File: config.mk
export PLATFORM = sky130hd
export DESIGN_NAME = multi_cycle_control_unit
export DESIGN_NICKNAME = d
export VERILOG_FILES = /design/src/rtl/multi_cycle_control_unit.sv
export SDC_FILE = /design/constraint.sdc
export NUM_CORES = 1
export LEC_CHECK = 0
export ABC_AREA = 1
export BUFFER_PORTS_ARGS = -buffer_cell sky130_fd_sc_hd__clkbuf_2
export CAP_MARGIN = 20
export CORE_MARGIN = 2
export CORE_UTILIZATION = 28
export CTS_CLUSTER_DIAMETER = 120
export DETAILED_ROUTE_END_ITERATION = 12
export PLACE_DENSITY_LB_ADDON = 0.12
export SLEW_MARGIN = 10
export SYNTH_ARGS = -nofsm -noshare
export SYNTH_HDL_FRONTEND = slang
export SYNTH_SLANG_ARGS = --single-unit
File: constraint.sdc
create_clock -name CLK -period 1.42 [get_ports CLK]
set_input_delay 0.071 -clock CLK [delete_from_list [all_inputs] [get_ports CLK]]
set_output_delay 0.071 -clock CLK [all_outputs]
set_load 0.01 [all_outputs]
File: src/rtl/multi_cycle_control_unit.sv
// Control unit for a multi-cycle MIPS-subset CPU: an eight-state FSM plus
// combinational decode of every datapath control from state and opcode.
module multi_cycle_control_unit (
    input  logic       CLK,
    input  logic       Reset,
    input  logic [5:0] opcode,
    input  logic       zero,
    input  logic       sign,
    output logic       PCWre,
    output logic       IRWre,
    output logic       InsMemRW,
    output logic       RegWre,
    output logic       mRD,
    output logic       mWR,
    output logic       ALUSrcA,
    output logic       ALUSrcB,
    output logic       ExtSel,
    output logic       DBDataSrc,
    output logic       WrRegDSrc,
    output logic [1:0] PCSrc,
    output logic [1:0] RegDst,
    output logic [2:0] ALUOp,
    output logic [2:0] state
);

    typedef enum logic [2:0] {
        S_IF     = 3'b000,
        S_ID     = 3'b001,
        S_EXE_LS = 3'b010,
        S_MEM    = 3'b011,
        S_WB_L   = 3'b100,
        S_EXE_BR = 3'b101,
        S_EXE_AL = 3'b110,
        S_WB_AL  = 3'b111
    } state_e;

    localparam logic [5:0] OP_ADD   = 6'b000000;
    localparam logic [5:0] OP_SUB   = 6'b000001;
    localparam logic [5:0] OP_ADDIU = 6'b000010;
    localparam logic [5:0] OP_AND   = 6'b010001;
    localparam logic [5:0] OP_ANDI  = 6'b010000;
    localparam logic [5:0] OP_ORI   = 6'b010010;
    localparam logic [5:0] OP_OR    = 6'b010011;
    localparam logic [5:0] OP_XORI  = 6'b010100;
    localparam logic [5:0] OP_SLL   = 6'b011000;
    localparam logic [5:0] OP_SLTI  = 6'b011100;
    localparam logic [5:0] OP_SW    = 6'b100110;
    localparam logic [5:0] OP_LW    = 6'b100111;
    localparam logic [5:0] OP_BEQ   = 6'b110000;
    localparam logic [5:0] OP_BNE   = 6'b110001;
    localparam logic [5:0] OP_BLTZ  = 6'b110010;
    localparam logic [5:0] OP_J     = 6'b111000;
    localparam logic [5:0] OP_JR    = 6'b111001;
    localparam logic [5:0] OP_JAL   = 6'b111010;
    localparam logic [5:0] OP_HALT  = 6'b111111;

    state_e state_q, state_d;

    logic       isRType, isIType, isLoad, isStore, isBranch;
    logic       isJ, isJr, isJal, isHalt, isSll, zeroExt;
    logic [2:0] aluOpAl;

    always_ff @(posedge CLK or negedge Reset) begin
        if (!Reset) begin
            state_q <= S_IF;
        end else begin
            state_q <= state_d;
        end
    end

    assign state = state_q;

    // Opcode classification; anything not matched here falls through as a NOP.
    always_comb begin
        isRType  = 1'b0;
        isIType  = 1'b0;
        isLoad   = 1'b0;
        isStore  = 1'b0;
        isBranch = 1'b0;
        isJ      = 1'b0;
        isJr     = 1'b0;
        isJal    = 1'b0;
        isHalt   = 1'b0;
        isSll    = 1'b0;
        zeroExt  = 1'b0;
        aluOpAl  = 3'b000;
        case (opcode)
            OP_ADD:   begin isRType = 1'b1; aluOpAl = 3'b000; end
            OP_SUB:   begin isRType = 1'b1; aluOpAl = 3'b001; end
            OP_AND:   begin isRType = 1'b1; aluOpAl = 3'b100; end
            OP_OR:    begin isRType = 1'b1; aluOpAl = 3'b011; end
            OP_SLL:   begin isRType = 1'b1; isSll = 1'b1; aluOpAl = 3'b010; end
            OP_ADDIU: begin isIType = 1'b1; aluOpAl = 3'b000; end
            OP_ANDI:  begin isIType = 1'b1; zeroExt = 1'b1; aluOpAl = 3'b100; end
            OP_ORI:   begin isIType = 1'b1; zeroExt = 1'b1; aluOpAl = 3'b011; end
            OP_XORI:  begin isIType = 1'b1; zeroExt = 1'b1; aluOpAl = 3'b111; end
            OP_SLTI:  begin isIType = 1'b1; aluOpAl = 3'b110; end
            OP_LW:    isLoad   = 1'b1;
            OP_SW:    isStore  = 1'b1;
            OP_BEQ,
            OP_BNE,
            OP_BLTZ:  isBranch = 1'b1;
            OP_J:     isJ      = 1'b1;
            OP_JR:    isJr     = 1'b1;
            OP_JAL:   isJal    = 1'b1;
            OP_HALT:  isHalt   = 1'b1;
            default:  ;
        endcase
    end

    // Next state and all controls; IF keeps opcode-derived controls quiet so
    // the unit looks identical during and right after reset.
    always_comb begin
        state_d   = state_q;
        PCWre     = 1'b0;
        IRWre     = 1'b0;
        InsMemRW  = 1'b0;
        RegWre    = 1'b0;
        mRD       = 1'b0;
        mWR       = 1'b0;
        ALUSrcA   = 1'b0;
        ALUSrcB   = 1'b0;
        ExtSel    = 1'b0;
        DBDataSrc = 1'b0;
        WrRegDSrc = 1'b0;
        PCSrc     = 2'b00;
        RegDst    = 2'b00;
        ALUOp     = 3'b000;

        if (state_q != S_IF) begin
            ALUSrcA   = isSll;
            ALUSrcB   = isIType | isLoad | isStore;
            ExtSel    = ~zeroExt;
            WrRegDSrc = ~isJal;
            if (isRType) begin
                RegDst = 2'b10;
            end else if (isIType || isLoad) begin
                RegDst = 2'b01;
            end
        end

        case (state_q)
            S_IF: begin
                IRWre    = 1'b1;
                InsMemRW = 1'b1;
                state_d  = S_ID;
            end
            S_ID: begin
                if (isHalt) begin
                    state_d = S_ID;
                end else if (isBranch) begin
                    state_d = S_EXE_BR;
                end else if (isLoad || isStore) begin
                    state_d = S_EXE_LS;
                end else if (isRType || isIType) begin
                    state_d = S_EXE_AL;
                end else begin
                    // Jumps finish here; undefined opcodes retire as NOPs.
                    state_d = S_IF;
                    PCWre   = 1'b1;
                    RegWre  = isJal;
                    if (isJr) begin
                        PCSrc = 2'b10;
                    end else if (isJ || isJal) begin
                        PCSrc = 2'b11;
                    end
                end
            end
            S_EXE_AL: begin
                ALUOp   = aluOpAl;
                state_d = S_WB_AL;
            end
            S_WB_AL: begin
                RegWre  = 1'b1;
                PCWre   = 1'b1;
                state_d = S_IF;
            end
            S_EXE_BR: begin
                ALUOp   = 3'b001;
                PCWre   = 1'b1;
                if (((opcode == OP_BEQ) && zero) ||
                    ((opcode == OP_BNE) && !zero) ||
                    ((opcode == OP_BLTZ) && sign)) begin
                    PCSrc = 2'b01;
                end
                state_d = S_IF;
            end
            S_EXE_LS: begin
                ALUOp   = 3'b000;
                state_d = S_MEM;
            end
            S_MEM: begin
                if (isLoad) begin
                    mRD       = 1'b1;
                    DBDataSrc = 1'b1;
                    state_d   = S_WB_L;
                end else begin
                    mWR     = isStore;
                    PCWre   = isStore;
                    state_d = S_IF;
                end
            end
            S_WB_L: begin
                RegWre    = 1'b1;
                DBDataSrc = isLoad;
                PCWre     = 1'b1;
                state_d   = S_IF;
            end
            default: state_d = S_IF;
        endcase
    end

endmodule

==> results of run 1 <==
## path summary, 6_finish.rpt
path / startpoint / endpoint / slack, ns / depth (start not counted)
worst max-delay path: state[0] / ALUOp[2] / -0.07 / 7
worst min-delay path: Reset / state[2] / 0.17 / 2
worst max register to register: state[0] / state[0] / 0.18 / 8
worst min register to register: state[2] / state[1] / 0.73 / 4
max in group asynchronous: Reset / state[0] / 1.13 / 2
min in group CLK: opcode[3] / state[2] / 0.39 / 6
## through the flow
step / power [uW] / utilization (%)
after floorplan: 597 / -
after global placement: 839 / 37.6
after detailed placement: 844 / 37.6
after CTS: 1060 / 40.7
after global routing: 1400 / 44.8
final: 1280 / 44.8
## routing by layer
metal	vias up	global-route usage, %
met2	18	25.5
met3	0	0.877
li1	462	-
met5	-	0
met4	0	4.05
met1	399	22.2
## cells in the mapped netlist
cell / count
a21oi_1: 3
a31oi_1: 1
buf_4: 1
dfrtp_1: 3
inv_1: 16
inv_2: 7
nand2_1: 29
nand2_2: 2
nand3_1: 16
nand3_2: 3
nand4_1: 3
nor2_1: 17
nor2_2: 7
nor2_4: 2
nor3_1: 2
nor3_4: 1
o211ai_1: 1
o21ai_0: 1
o22ai_1: 1
o31ai_1: 1
## critical path: stages (launching register included)
cell     delay (ns)
dfrtp_2        0.43
buf_4          0.16
nor2_4         0.11
inv_2          0.06
nor2_4         0.10
inv_2          0.05
a31oi_1        0.14
buf_2          0.15
## layout make-up
type / instances / area (um^2)
tap: 28 / 35.0
fill: 250 / 1180
clock buffer: 4 / 26.3
inverter: 23 / 88.8
multi-input combinational: 90 / 495
sequential: 3 / 78.8
timing repair buffer: 41 / 239
## report_power, final
| part | total [uW] | switching (uW) | internal, uW | leakage, uW |
|---|---|---|---|---|
| Sequential | 179 | 54.6 | 125 | 0.0000348 |
| Combinational | 949 | 527 | 422 | 0.000502 |
| Clock | 148 | 42.5 | 105 | 0.0000150 |
| Total | 1280 | 624 | 652 | 0.000552 |
## logic make-up (layout without fill, tap and decap cells)
| family | Yosys count | in the layout | share of synthesized area (%) |
|---|---|---|---|
| compound gates | 8 | 8 | 7.63 |
| buf+inv | 24 | 68 | 15.1 |
| flops | 3 | 3 | 12.0 |
| simple gates | 82 | 82 | 65.3 |
## what timing repair did
action	in CTS	in global routing
resized for setup	7	16
setup buffers	2	8
hold endpoints to repair	3	0
hold buffers	1	0
setup endpoints to repair	11	12
pin swaps	0	7
gates cloned	0	0
==> flow_summary.yaml, run 1 <==
outcome:
  status: "finished with violations"
  violations: "setup timing"
die:
  core_area_mm2: 0.00215
  dieArea_mm2: 0.00262
  die_w_um: 51.2
  start_util_pct: 29.0
  rows: 17
  ios: 31
  die_h_um: 51.2
worst_setup_path:
  worstSetupEndpointType: "output port"
  cp-start-kind: "register"
  cp.arrival_ns: 1.42
  worstPathRequired_ns: 1.35
  critPathKind: "register to output port"
  worstPathMaxFanout: 5
layout:
  insertedDiodeCount: 0
  largest_register_ffs: 3
  final_cell_area_um2: 963
  layout_common_cells: "nand2_1 (29), clkbuf_2 (24), nor2_1 (16)"
  finalNonFillerCells: 189
  nets: 172
  area_delta_synth_final_pct: 54.6
  drive_gt1_share_pct: 47.8
  final_common_cell: "nand2_1"
logic_synthesis:
  synth_area_per_cell_um2: 5.33
  synth_nets: 127
  synthTopCellsByArea: "nand2_1 (17%), nand3_1 (13%), dfrtp_1 (12%), nor2_1 (10%), inv_1 (9.6%)"
  ys_warn_count: 0
  synthCells: 117
  synth_cell_types: 20
  seq_area_frac_synth_pct: 12.0
  ys_seq_elements: 3
  syn_area_um2: 623
  yosysTopAreaCellShare_pct: 17.5
  yosysTopAreaCell: "nand2_1"
placed_design:
  hpwl_um: 1610
  placed_cell_area_um2: 808
  place_congestion: 0.872
  dp_slack_ns: 0.0669
  io_buffers: 30
  dp_cells: 175
grt:
  grt_pass1_wl_um: 3220
  grt_max_degree: 9
  grt-ovfl-total: 0
  grt_usage_pct: 15.6
  grt_pass1_vias: 777
  grt_antenna_before_repair: 0
timing:
  fmax_mhz: 670
  finalSetupTns_ns: -0.344
  timing.slew.headroom_pct: 78.0
  fin_skew_ns: 0.00199
  fin_crit_ns: 1.49
  finalHoldViolCount: 0
  holdWs_ns: 0.168
  setup_viol: 9
  worst_pin_slew_ns: 0.329
  fin_ws_ns: -0.0732
  drv_slew: 0
  min_period_over_period_pct: 105
  rsz0062_at_grt: "yes"
clocking:
  cts_htree_levels: 1
  cts.sinks: 3
  numCtsBuffers: 3
  cts_root_buffer: "clkbuf_4"
  clock_path_buffers: 2
  cts_tree: "yes"
  clkLatencyLatePin_ns: 0.23
  path_clk_slew_ns: 0.04
routing:
  met1_length_um: 936
  routed-wl-met2_um: 984
  vias: 879
  detail_route.iter0.violations: 17
  wirelength_um: 1990
  viasPerCell: 4.65
  drc: 0
  top_layer: "met3"
  dr_wl_met3_um: 72
  ant_nets: 0
  dr.pass1.iters: 4
  routedWlPerCell_um: 10.5
power:
  ir_drop_mv: 0.966
  power_density_mw_per_mm2: 1320
  leakage_uw: 0.000552
worst_hold_path:
  hp-class: "input port to asynchronous set/reset pin"
flow_run:
  cap_viol_max_count: 0
Power figures use the tool's default switching activity.
==> run 2: changes to the inputs <==
==> constraint.sdc (replaced) <==
create_clock -name CLK -period 1.43 [get_ports CLK]
set_input_delay 0.143 -clock CLK [delete_from_list [all_inputs] [get_ports CLK]]
set_output_delay 0.143 -clock CLK [all_outputs]
set_load 0.01 [all_outputs]
==> run 2 against run 1 <==
  * The flow still finishes with violations (setup timing)
  * Via count decreased by 5.2%
  * Utilization decreased by 2.5 points
  * Largest cell class unchanged
  * Clock-buffer cell count stayed put
  * Wire length down 5.0%
  * Hold slack improved by 0.074 ns
  * Cell area down 5.6%
  * Critical path depth shrank 1
  * Worst setup slack gained 0.019 ns
  * Flip-flop and latch count unchanged
  * Power down 14%
  * Die area is the same
  * Sequential share of layout area increased by 0.35 points
==> flow_summary.yaml, run 2 (synthesis gave the netlist of run 1 again) <==
die:
  dieArea_mm2: 0.00262
  core_area_mm2: 0.00215
  start_util_pct: 29.0
  die_w_um: 51.2
  die_h_um: 51.2
  rows: 17
  ios: 31
clocking:
  cts.sinks: 3
  cts_tree: "yes"
  clock_path_buffers: 2
  cts_htree_levels: 1
  cts_root_buffer: "clkbuf_4"
  path_clk_slew_ns: 0.04
  numCtsBuffers: 3
  clkLatencyLatePin_ns: 0.23
timing:
  fin_ws_ns: -0.0545
  fmax_mhz: 674
  fin_crit_ns: 1.48
  min_period_over_period_pct: 104
  holdWs_ns: 0.242
  rsz0062_at_grt: "yes"
  setup_viol: 7
  timing.slew.headroom_pct: 77.0
  finalHoldViolCount: 0
  worst_pin_slew_ns: 0.344
  drv_slew: 0
  fin_skew_ns: 0.0000341
worst_setup_path:
  worstPathRequired_ns: 1.29
  slowest_delay_ns: 0.44
  rrSetupSlack_ns: 0.34
  worstSetupEndpointType: "output port"
  cp.arrival_ns: 1.34
  cpMaxStageDelayCell: "dfrtp_2"
  path_cells: "nor3_4 > nand2_1 > nor2_1 > nand4_1 > nand2_1 > clkbuf_2"
  critPathMostFrequentCell: "nand2_1"
  cp-start-kind: "register"
  critPathKind: "register to output port"
  worstPathMaxFanout: 5
worst_hold_path:
  hp-class: "input port to asynchronous set/reset pin"
layout:
  insertedDiodeCount: 0
  largest_register_ffs: 3
  drive_gt1_share_pct: 43.3
  nets: 168
  layout_common_cells: "nand2_1 (29), clkbuf_2 (27), nor2_1 (17)"
  final_cell_area_um2: 910
  final_common_cell: "nand2_1"
  area_delta_synth_final_pct: 46.0
routing:
  routedWlPerCell_um: 10.2
  viasPerCell: 4.50
  drc: 0
  vias: 833
  detail_route.iter0.violations: 18
  ant_nets: 0
  wirelength_um: 1890
  dr.pass1.iters: 4
placed_design:
  hpwl_um: 1600
  dp_slack_ns: 0.0426
  placed_cell_area_um2: 816
  place_congestion: 0.863
  io_buffers: 30
grt:
  grt_pass1_vias: 713
  grt_pass1_wl_um: 3110
  grt_max_degree: 9
  grt_usage_pct: 15.3
  grt-ovfl-total: 0
  grt_antenna_before_repair: 0
outcome:
  violations: "setup timing"
  status: "finished with violations"
power:
  ir_drop_mv: 0.953
  leakage_uw: 0.000531
  power_density_mw_per_mm2: 1210
flow_run:
  cap_viol_max_count: 0
==> run 2: cell types whose count changed in the layout (fill, tap and decap cells not counted), sizes merged <==
cell    previous run  this run
buf               16         9
clkbuf            28        31
==> run 2: worst max-delay path, delay by kind of cell, from the launching register on <==
kind,cells,cell delay (ns)
simple gates,5,0.55
flops,1,0.44
buf+inv,1,0.12
==> run 2: metal layers <==
metal	up-vias	wire (um)	global-route usage (%)
met5	-	0	0
met4	0	0	4.05
met3	0	55	1.17
met2	12	913	24.9
met1	370	924	21.6
li1	451	-	-
==> run 2: stage by stage <==
step / utilization (%) / total power, uW / TNS (ns) / std cells
2_1_floorplan: - / 593 / 0 / 117
3_3_place_gp: 38.0 / 846 / 0 / 176
3_5_place_dp: 38.0 / 842 / 0 / 176
4_1_cts: 41.2 / 1070 / -0.259 / 183
5_1_grt: 42.3 / 1210 / -1.37 / 185
6_report: 42.3 / 1100 / -0.199 / 185
==> run 2: final cells by class <==
cell class / instances / area [um^2]
multi-input combinational: 90 / 479
sequential: 3 / 77.6
clock buffer: 4 / 26.3
fill: 252 / 1240
timing repair buffer: 37 / 205
tap: 28 / 35.0
inverter: 23 / 86.3
==> run 2: what timing repair did <==
| item | CTS | global route |
|---|---|---|
| pin swaps | 1 | 1 |
| setup buffers | 2 | 2 |
| gates resized for setup | 7 | 5 |
| gates cloned | 0 | 0 |
| hold endpoints to repair | 3 | 0 |
| endpoints found under the setup margin | 13 | 16 |
| hold buffers | 1 | 0 |
==> run 2: worst paths after layout <==
path / start / end / depth (start not counted)
max: state[1] / PCWre / 6
min in group CLK: opcode[3] / state[2] / 6
min: Reset / state[0] / 2
max in group asynchronous: Reset / state[1] / 2
min reg2reg: state[0] / state[1] / 4
max reg2reg: state[1] / state[2] / 8
==> run 2: power by group <==
part,internal (uW),switching (uW)
clock,104,41.7
combinational,308,463
sequential,123,56.8
total,535,562
